File: config.mk
export PLATFORM = sky130hd
export DESIGN_NAME = dna_seq_ctrl
export DESIGN_NICKNAME = d
export VERILOG_FILES = /design/src/rtl/dna_seq_ctrl.sv
export SDC_FILE = /design/constraint.sdc
export NUM_CORES = 1
export LEC_CHECK = 0
export CORE_ASPECT_RATIO = 1.5
export CORE_MARGIN = 5
export CORE_UTILIZATION = 30
export CTS_CLUSTER_SIZE = 12
export DETAILED_ROUTE_END_ITERATION = 10
export PLACE_DENSITY = 0.57
export SYNTH_ARGS = -nofsm -noshare
export SYNTH_HDL_FRONTEND = slang
export SYNTH_SLANG_ARGS = --single-unit
File: constraint.sdc
create_clock -name ip_sys_clk -period 7.25 [get_ports ip_sys_clk]
set_input_delay 2.175 -clock ip_sys_clk [delete_from_list [all_inputs] [get_ports ip_sys_clk]]
set_output_delay 2.175 -clock ip_sys_clk [all_outputs]
set_load 0.01 [all_outputs]
File: src/rtl/dna_seq_ctrl.sv
// Two-requester controller for the device DNA_PORT: reads the 57-bit ID twice,
// publishes it only when both passes agree, and retries a bounded number of times.
module dna_seq_ctrl #(
    parameter int CLK_DIV   = 4,
    parameter int MAX_RETRY = 3
) (
    input  logic        ip_sys_clk,
    input  logic        ip_sys_nrst,
    input  logic [1:0]  req,
    output logic [1:0]  ack,
    output logic        dna_clk,
    output logic        dna_read,
    output logic        dna_shift,
    output logic        dna_din,
    input  logic        dna_dout,
    output logic [56:0] dna_id,
    output logic        dna_rdy,
    output logic        dna_err,
    output logic        busy
);
    typedef enum logic [2:0] {BOOT, IDLE, LOAD, SHIFT, CHECK, DONE} state_t;

    state_t      state_q;
    logic [7:0]  div_q;
    logic [5:0]  bit_q;
    logic        pass_q;
    logic [56:0] shreg_q;
    logic [56:0] cap_a_q;
    logic [3:0]  retry_q;
    logic        rr_q;
    logic        gnt_q;
    logic        has_gnt_q;
    logic [1:0]  ack_q;
    logic        dna_clk_q, dna_read_q, dna_shift_q, dna_din_q;
    logic [56:0] dna_id_q;
    logic        dna_rdy_q, dna_err_q, busy_q;

    logic        tick;
    logic        rise;
    logic        fall;
    logic        gnt_sel;

    // The divider only runs while the DNA_PORT clock is in use, so dna_clk rests low elsewhere.
    assign tick    = (state_q == LOAD || state_q == SHIFT) && (div_q == 8'(CLK_DIV - 1));
    assign rise    = tick && !dna_clk_q;
    assign fall    = tick && dna_clk_q;
    assign gnt_sel = (req == 2'b11) ? rr_q : req[1];

    always_ff @(posedge ip_sys_clk) begin
        if (!ip_sys_nrst) begin
            state_q     <= BOOT;
            div_q       <= 8'd0;
            bit_q       <= 6'd0;
            pass_q      <= 1'b0;
            shreg_q     <= '0;
            cap_a_q     <= '0;
            retry_q     <= 4'd0;
            rr_q        <= 1'b0;
            gnt_q       <= 1'b0;
            has_gnt_q   <= 1'b0;
            ack_q       <= 2'b00;
            dna_clk_q   <= 1'b0;
            dna_read_q  <= 1'b0;
            dna_shift_q <= 1'b0;
            dna_din_q   <= 1'b0;
            dna_id_q    <= '0;
            dna_rdy_q   <= 1'b0;
            dna_err_q   <= 1'b0;
            busy_q      <= 1'b0;
        end else begin
            ack_q     <= 2'b00;
            dna_din_q <= 1'b0;
            if (state_q == LOAD || state_q == SHIFT) begin
                div_q <= tick ? 8'd0 : div_q + 8'd1;
            end else begin
                div_q <= 8'd0;
            end
            if (tick) begin
                dna_clk_q <= ~dna_clk_q;
            end

            // READ/SHIFT only change on falling ticks so they are stable around every rise.
            case (state_q)
                BOOT: begin
                    has_gnt_q  <= 1'b0;
                    pass_q     <= 1'b0;
                    dna_read_q <= 1'b1;
                    busy_q     <= 1'b1;
                    state_q    <= LOAD;
                end
                IDLE: begin
                    if (req != 2'b00) begin
                        gnt_q      <= gnt_sel;
                        rr_q       <= ~gnt_sel;
                        has_gnt_q  <= 1'b1;
                        pass_q     <= 1'b0;
                        dna_read_q <= 1'b1;
                        busy_q     <= 1'b1;
                        state_q    <= LOAD;
                    end
                end
                LOAD: begin
                    if (fall) begin
                        dna_read_q  <= 1'b0;
                        dna_shift_q <= 1'b1;
                        bit_q       <= 6'd0;
                        state_q     <= SHIFT;
                    end
                end
                SHIFT: begin
                    if (rise) begin
                        shreg_q <= {shreg_q[55:0], dna_dout};
                        bit_q   <= bit_q + 6'd1;
                    end
                    if (fall && bit_q == 6'd57) begin
                        dna_shift_q <= 1'b0;
                        if (!pass_q) begin
                            cap_a_q    <= shreg_q;
                            pass_q     <= 1'b1;
                            dna_read_q <= 1'b1;
                            state_q    <= LOAD;
                        end else begin
                            state_q <= CHECK;
                        end
                    end
                end
                CHECK: begin
                    if (shreg_q == cap_a_q) begin
                        dna_id_q  <= cap_a_q;
                        dna_rdy_q <= 1'b1;
                        dna_err_q <= 1'b0;
                        retry_q   <= 4'd0;
                        ack_q     <= has_gnt_q ? (gnt_q ? 2'b10 : 2'b01) : 2'b00;
                        state_q   <= DONE;
                    end else if (retry_q == 4'(MAX_RETRY - 1)) begin
                        dna_err_q <= 1'b1;
                        retry_q   <= 4'd0;
                        ack_q     <= has_gnt_q ? (gnt_q ? 2'b10 : 2'b01) : 2'b00;
                        state_q   <= DONE;
                    end else begin
                        retry_q    <= retry_q + 4'd1;
                        pass_q     <= 1'b0;
                        dna_read_q <= 1'b1;
                        state_q    <= LOAD;
                    end
                end
                DONE: begin
                    busy_q  <= 1'b0;
                    state_q <= IDLE;
                end
                default: state_q <= BOOT;
            endcase
        end
    end

    assign ack       = ack_q;
    assign dna_clk   = dna_clk_q;
    assign dna_read  = dna_read_q;
    assign dna_shift = dna_shift_q;
    assign dna_din   = dna_din_q;
    assign dna_id    = dna_id_q;
    assign dna_rdy   = dna_rdy_q;
    assign dna_err   = dna_err_q;
    assign busy      = busy_q;
endmodule
==> metrics.txt, run 1 <==
status finished, final reports clean; fin. max-slew vios 0; Worst Setup SP ip_sys_nrst; RSZ-0062 raised after global routing false; CTS Sinks 204; Overflow after GRT 0; post-synthesis simple-gate area fraction 0.208; CTS tree built; final WL 21,500 microns; gr usage total 0.135; post-DR vias/cell 4.96; Ys Warns 0; initial core utilization 0.302; XOR/XNOR Fraction of Synth Area 0.0727; worst hold margin 449 ps; Diodes inserted 0; minimum clock period between 4000 and 5000 ps; f_max 248 MHz; mux cell area share after synthesis 0.00244; Gates resized, CTS repair 0; Cell Area, Placed 0.00906 sq mm; Setup crit end kind flip-flop; Die H 212 microns; Worst Tran Pin Value 1130 ps; global-route wire length before repair 34,800 microns; largest family of logic cells by synthesized area simple AND/OR/NAND/NOR gates; Die Wd 145 microns; CTS Buf Count 21; DRT iter0 DRCs 548; CTS Hold Buffers Added 0; layout cell share with drive strength beyond 1 0.0392; Port Buffer Count 69; Final Wtd Congestion 0.800; WP data required 7630 ps; sequential area share after synthesis 0.499; DRC viols 0; Post-synth EDFFs 0; Worst VDD drop 0.146 mV; CP Max Fanout 120; hold path start gnt_q; share of the synthesized area in the top cell type 0.499; nets 1,052; Critical Path AT 4410 ps; HP Class flip-flop to flip-flop; Std-Cell Rows 74; via count 6,882; vias in the first global route 6,446; maximum root-to-sink buffer count 3; core box area 0.0271 sq mm; area leader, netlist dfxtp_1; FILL cells roughly 2,800; Detail Placement HPWL 13,500 microns; final hold viol count 0; sequential standard cell area 0.00408 sq mm; area grow syn2layout 17.5%; Seq cells post-synth 204; htree depth 1; clk root buf clkbuf_16; Max Clock Skew between 15 and 20 ps; Clock Latency Late Sink 500 ps; commonest non-fill, non-tap cell in the layout nand2_1; WS Path Type input port to flip-flop; Syn Std Cell Area slightly above 0.008 sq mm; Syn Area/Cell 8.03 sq um; Ports between 70 and 80; Syn Inst Count 1,020; Synth Flop Type dfxtp_1; Clock Pin Slew Worst Setup and Hold Paths 60 ps; Async SR Flop Fraction 0; TritonRoute pass-1 iters 5; Fin Setup TNS 0 ps; Area contributors post-synth dfxtp_1 (50%), a21oi_1 (11%), nand2_1 (11%); max_cap viols 0; Final Cycle Share 0.557; P per Cell Area around 220 mW/mm^2; Post-CTS Setup Repair Bufs 0; area occupied by multi-input gates 0.00376 sq mm; Post-Syn Nets around 1,000; number of distinct library cells after synthesis 42; fin area roughly 0.0096 sq mm; Final Setup Violations 0; Post-Synth Adder-Cell Area 0.00764; fin cells 1,388; Crit Reg-Reg Startpoint shreg_q[51]; placed insts 1,361; Routed wire per std cell 15.5 microns; crit path launch type input port; post-route ant nets 0; commonest cells after routing, fill and taps aside nand2_1 (240), dfxtp_1 (204), a21oi_1 (183); initial antenna violation count 0; pin count of the biggest net entering global routing ~120; Leak 2.94 nW; Slew headroom 0.247; die area 0.0308 sq mm; Synth Area in Compound Gates 0.165
==> cell families after synthesis <==
group                    after synthesis
AO/OA/AOI/OAI                        261
flip-flops                           204
other                                  1
multiplexers                           2
XOR/XNOR                              68
buffers and inverters                 85
AND/OR/NAND/NOR                      394
adder cells (fa/ha/maj)                5
==> Yosys cell counts (2+ instances only) <==
cell and count:
xnor2_1 61, nand3_1 72, nor3_1 10, buf_4 5, clkbuf_1 62, nor4_1 3, dfxtp_1 204, buf_1 3
a31o_2 2, nand4_1 17, a211oi_1 2, o21ai_0 63, and3_1 4, a21oi_1 183, o21a_1 2, ha_1 5
mux2i_1 2, buf_2 3, a31oi_1 3, nand2_1 241, inv_1 7, or3_1 5, nand2b_1 3, nor2_1 31
xor2_1 7, buf_6 4
==> power by group <==
group	total (mW)	leakage (nW)	switching (mW)	internal, mW
logic	0.0416	1.01	0.0290	0.0126
registers	1.13	1.64	0.00474	1.12
clock network	0.951	0.279	0.419	0.532
==> final cells by class <==
type	count	area share
multi-input cells	731	0.390
well taps	342	0.0445
inverters	8	0.00338
repair buffers	76	0.0785
clock buffers	25	0.0572
clock inverters	2	0.00182
flip-flops and latches	204	0.424
==> metrics by stage <==
step / total power, mW / utilization / setup WS (ps)
finish: 2.12 / 0.355 / 3210
global route: 2.20 / 0.355 / 3040
CTS: 2.15 / 0.355 / 3240
detailed placement: 1.20 / 0.334 / 2720
global placement: 1.20 / 0.334 / 2730
floorplan: 1.18 / - / 4250
==> sequential cells by signal, summed over array words and instances, names as in the netlist, 2 cells and up <==
| signal | flops |
|---|---|
| cap_a_q | 57 |
| ack | 2 |
| retry_q | 4 |
| div_q | 8 |
| state_q | 3 |
| dna_id | 57 |
| bit_q | 6 |
| shreg_q | 57 |
==> worst max-delay path, cell delays in order <==
cell and delay [ps]:
clkdlybuf4s50_1 660, inv_4 640, buf_12 510, nor3_1 100
a32o_1 260
==> per-layer routing <==
metal / up-vias / global-route usage / share of wire
met1: 3236 / 0.165 / 0.43
met4: 0 / 0.0543 / 0.036
li1: 3478 / - / -
met2: 128 / 0.234 / 0.50
met3: 40 / 0.0237 / 0.038
met5: - / 0 / 0
==> final timing paths <==
path,end,depth (start not counted),slack (ps)
min,ack[0],1,450
min reg2reg,ack[0],1,450
max reg2reg,dna_id[33],7,3920
max,retry_q[1],5,3210
Note: power is estimated with default switching activity, not from simulation.
==> inputs of run 2 (changes only) <==
==> constraint.sdc (replaced) <==
create_clock -name ip_sys_clk -period 4.12 [get_ports ip_sys_clk]
set_input_delay 1.236 -clock ip_sys_clk [delete_from_list [all_inputs] [get_ports ip_sys_clk]]
set_output_delay 1.236 -clock ip_sys_clk [all_outputs]
set_load 0.01 [all_outputs]
==> run 2 against run 1 <==
Final area rose by 0.77%. Clock power rose by 84%. Via count barely moved. Setup slack got worse by 2200 ps. Global-route usage barely moved. Cell count rose by 0.36%. Clock skew fell by 7.1 ps. First-iteration DRC count fell by 13%. Wire length rose by 0.52%. Combinational power rose by 81%. Largest cell class unchanged. Highest routed layer unchanged.
==> metrics.txt, run 2 (synthesis results as in run 1) <==
core box area about 0.027 sq mm; Final Setup Violations 0; Worst Tran Pin Value 1120 ps; nets 1,057; Die H about 210 microns; Die Wd 145 microns; layout cell share with drive strength beyond 1 0.0447; Final Wtd Congestion 0.793; Fin Setup TNS 0 ps; Post-CTS Setup Repair Bufs 0; gr usage total 0.135; Clock Pin Slew Worst Setup and Hold Paths 60 ps; Final Cycle Share 0.765; crit path launch type flip-flop; Std-Cell Rows 74; commonest non-fill, non-tap cell in the layout nand2_1; CP Max Fanout 57; DRT iter0 DRCs approximately 480; vias in the first global route around 6,600; Routed wire per std cell about 16 microns; fin. max-slew vios 0; Setup crit end kind flip-flop; initial antenna violation count 0; htree depth 1; minimum clock period 3150 ps; post-DR vias/cell 4.94; commonest cells after routing, fill and taps aside nand2_1 (240), dfxtp_1 (204), a21oi_1 (183); initial core utilization 0.302; Clock Latency Late Sink about 490 ps; DRC viols 0; area grow syn2layout 18.4%; Overall Power 3.81 mW; TritonRoute pass-1 iters 7; via count 6,885; Max Clock Skew around 7.9 ps; post-route ant nets 0; FILL cells 2,799; Slew headroom 0.253; worst hold margin about 440 ps; pin count of the biggest net entering global routing 73; global-route wire length before repair between 30,000 and 40,000 microns; P per Cell Area 393 mW/mm^2; final WL 21,600 microns; die area 0.0308 sq mm; WS Path Type flip-flop to flip-flop; Ports 71; Leak around 3 nW; RSZ-0062 raised after global routing false; Port Buffer Count 69; Detail Placement HPWL 13,700 microns; HP Class flip-flop to flip-flop; maximum root-to-sink buffer count 3; CTS Sinks 204; Worst VDD drop about 0.22 mV; status finished, final reports clean; max_cap viols 0; final hold viol count 0; Diodes inserted 0; Gates resized, CTS repair 0; clk root buf clkbuf_16; CTS Hold Buffers Added 0; Overflow after GRT 0; f_max 317 MHz; WP data required 4540 ps; CTS Buf Count 21; CTS tree built; Critical Path AT 3570 ps
-- run 2: changes by cell type in the layout (fill, tap and decap cells not counted), sizes merged --
| cell | previous run | this run |
|---|---|---|
| inv | 10 | 8 |
| clkbuf | 25 | 26 |
| buf | 7 | 12 |
| bufinv | 0 | 1 |
-- run 2: worst max-delay path, stage by stage (launching register included) --
cell,delay [ps]
dfxtp_1,350
ha_1,230
or4b_4,490
or3_1,430
or3_1,540
nor3_4,150
buf_4,560
nand2_1,130
a21oi_1,170
-- run 2: worst paths after layout --
check,startpoint,end,slack [ps],depth (start not counted)
setup / recovery,div_q[0],cap_a_q[17],970,8
setup reg to reg,div_q[0],cap_a_q[17],970,8
hold / removal,div_q[0],div_q[0],440,1
hold reg to reg,div_q[0],div_q[0],440,1
-- run 2: layer usage --
layer  track usage  part of all wire  up-vias
li1              -                 -     3484
met1         0.160              0.42     3248
met2         0.249              0.51      128
met3        0.0220             0.047       25
met4        0.0422             0.020        0
met5             0                 0        -
-- run 2: area by class of cell --
type / count / area, sq um / area share
Clock inverter: 1 / 30.0 / 0.00310
Inverter: 8 / 32.5 / 0.00335
Tap cell: 342 / 428 / 0.0441
Clock buffer: 26 / 574 / 0.0592
Sequential cell: 204 / 4080 / 0.421
Multi-Input combinational cell: 731 / 3760 / 0.387
Timing Repair Buffer: 81 / 793 / 0.0818
-- run 2: where the power goes --
group	total (mW)	internal, mW	switching (mW)
Sequential	1.99	1.98	0.00787
Clock	1.75	1.03	0.720
Combinational	0.0755	0.0240	0.0516
Total	3.81	3.03	0.780
-- run 2: metrics by stage --
step	setup WS (ps)	util	cell area, sq um	cells
2_1_floorplan	1380	-	8190	1020
3_3_place_gp	906	0.335	9100	1366
3_5_place_dp	868	0.335	9100	1366
4_1_cts	947	0.358	9700	1393
5_1_grt	714	0.358	9700	1393
6_report	967	0.358	9700	1393
==> inputs of run 3 (changes only) <==
--- a/config.mk
+++ b/config.mk
@@ -10,7 +10,7 @@
 export CORE_UTILIZATION = 30
 export CTS_CLUSTER_SIZE = 12
 export DETAILED_ROUTE_END_ITERATION = 10
-export PLACE_DENSITY = 0.57
+export PLACE_DENSITY = 0.59
 export SYNTH_ARGS = -nofsm -noshare
 export SYNTH_HDL_FRONTEND = slang
 export SYNTH_SLANG_ARGS = --single-unit
==> constraint.sdc (replaced) <==
create_clock -name ip_sys_clk -period 2.9 [get_ports ip_sys_clk]
set_input_delay 0.87 -clock ip_sys_clk [delete_from_list [all_inputs] [get_ports ip_sys_clk]]
set_output_delay 0.87 -clock ip_sys_clk [all_outputs]
set_load 0.01 [all_outputs]
==> run 3 against run 2 <==
Cell count up 0.86%. Global-route usage down 0.097 points. Final area up 1.6%. Die area unchanged.
==> metrics.txt, run 3 (synthesis results as in run 1) <==
Routed wire per std cell 15.0 microns; CP Max Fanout between 50 and 60; Final Setup Violations 0; f_max about 360 MHz; Final Wtd Congestion 0.790; Final Cycle Share 0.947; Overflow after GRT 0; FILL cells approximately 2,800; WS Path Type flip-flop to flip-flop; Crit path top cell by count or3_4; htree depth 1; Slew headroom 0.610; fin cells 1,405; TritonRoute pass-1 iters 4; initial antenna violation count 0; global-route wire length before repair roughly 35,000 microns; DRT iter0 DRCs around 520; max_cap viols 0; CTS Buf Count 21; placed insts 1,377; crit-path leading delay family simple AND/OR/NAND/NOR gates; fin. max-slew vios 0; Fin Setup TNS 0 ps; Std-Cell Rows 74; Max Clock Skew approximately 7.6 ps; WP depth 8; HP Class flip-flop to flip-flop; RSZ-0062 raised after global routing false; fin area 0.00985 sq mm; DRC viols 0; area grow syn2layout 20.3%; minimum clock period 2750 ps; clk root buf clkbuf_16; commonest cells after routing, fill and taps aside nand2_1 (240), dfxtp_1 (204), a21oi_1 (183); vias in the first global route 6,682; nets 1,068; Cell Area, Placed 0.00927 sq mm; P per Cell Area 544 mW/mm^2; maximum root-to-sink buffer count 3; final hold viol count 0; post-DR vias/cell 4.91; CTS tree built; CTS Sinks 204; worst hold margin between 400 and 500 ps; core box area 0.0271 sq mm; via count 6,900; Detail Placement HPWL ~14,000 microns; cell count of the worst reg-to-reg path 8; initial core utilization 0.302; Ports 71; Leak 3.06 nW; Die H roughly 210 microns; Buf/Inv on CP 1; CP max stage delay 480 ps; Critical Path AT 3120 ps; Clock Pin Slew Worst Setup and Hold Paths 60 ps; crit path launch type flip-flop; Worst VDD drop about 0.33 mV; Clock Latency Late Sink 500 ps; layout cell share with drive strength beyond 1 0.0555; WP data required ~3300 ps; final core utilization 0.363; CTS Hold Buffers Added 0; hold path depth 1; Setup crit end kind flip-flop; final WL 21,100 microns; Worst path slowest cell or4b_4; Worst Tran Pin Value 579 ps; Die Wd approximately 140 microns; gr usage total 0.134; sequential standard cell area 0.00408 sq mm; CP Cell Sequence ha_1 > or4b_4 > or3_1 > or3_4 > or3_4 > buf_12 > nand2_1 > a21oi_1; pin count of the biggest net entering global routing 58; Port Buffer Count 69; die area approximately 0.03 sq mm; commonest non-fill, non-tap cell in the layout nand2_1; Diodes inserted 0; status finished, final reports clean; post-route ant nets 0; area occupied by multi-input gates 0.00376 sq mm
## run 3: timing repair
action	in CTS	in global routing
endpoints found under the setup margin	0	57
gates resized for setup	0	1
buffers inserted	0	0
## run 3: per-layer routing
metal,vias up,GRT usage,routed length [microns]
met3,34,0.0249,963
li1,3507,-,-
met4,0,0.0523,641
met2,113,0.239,10500
met1,3246,0.159,8970
met5,-,0,0
## run 3: final timing paths
kind | startpoint | slack (ps) | end
max | div_q[0] | 150 | cap_a_q[29]
min reg2reg | div_q[0] | 440 | div_q[0]
min | div_q[0] | 440 | div_q[0]
max reg2reg | div_q[0] | 150 | cap_a_q[29]
## run 3: power breakdown
group / total (mW) / switching (mW) / internal (mW)
sequential: 2.82 / 0.00661 / 2.81
combinational: 0.124 / 0.0805 / 0.0432
clock: 2.42 / 1.04 / 1.38
## run 3: per-stage QoR
| stage | worst slack, ps | power, mW |
|---|---|---|
| finish | 154 | 5.36 |
| global route | 21.3 | 5.55 |
| CTS | 84.3 | 5.43 |
| floorplan | 162 | 2.96 |
| detailed placement | 97.6 | 3.00 |
| global placement | 132 | 3.00 |
## run 3: layout make-up
type,count,share of cell area
flip-flops and latches,204,0.414
multi-input cells,731,0.382
repair buffers,92,0.0978
clock buffers,27,0.0587
well taps,342,0.0434
inverters,8,0.00330
clock inverters,1,0.000508
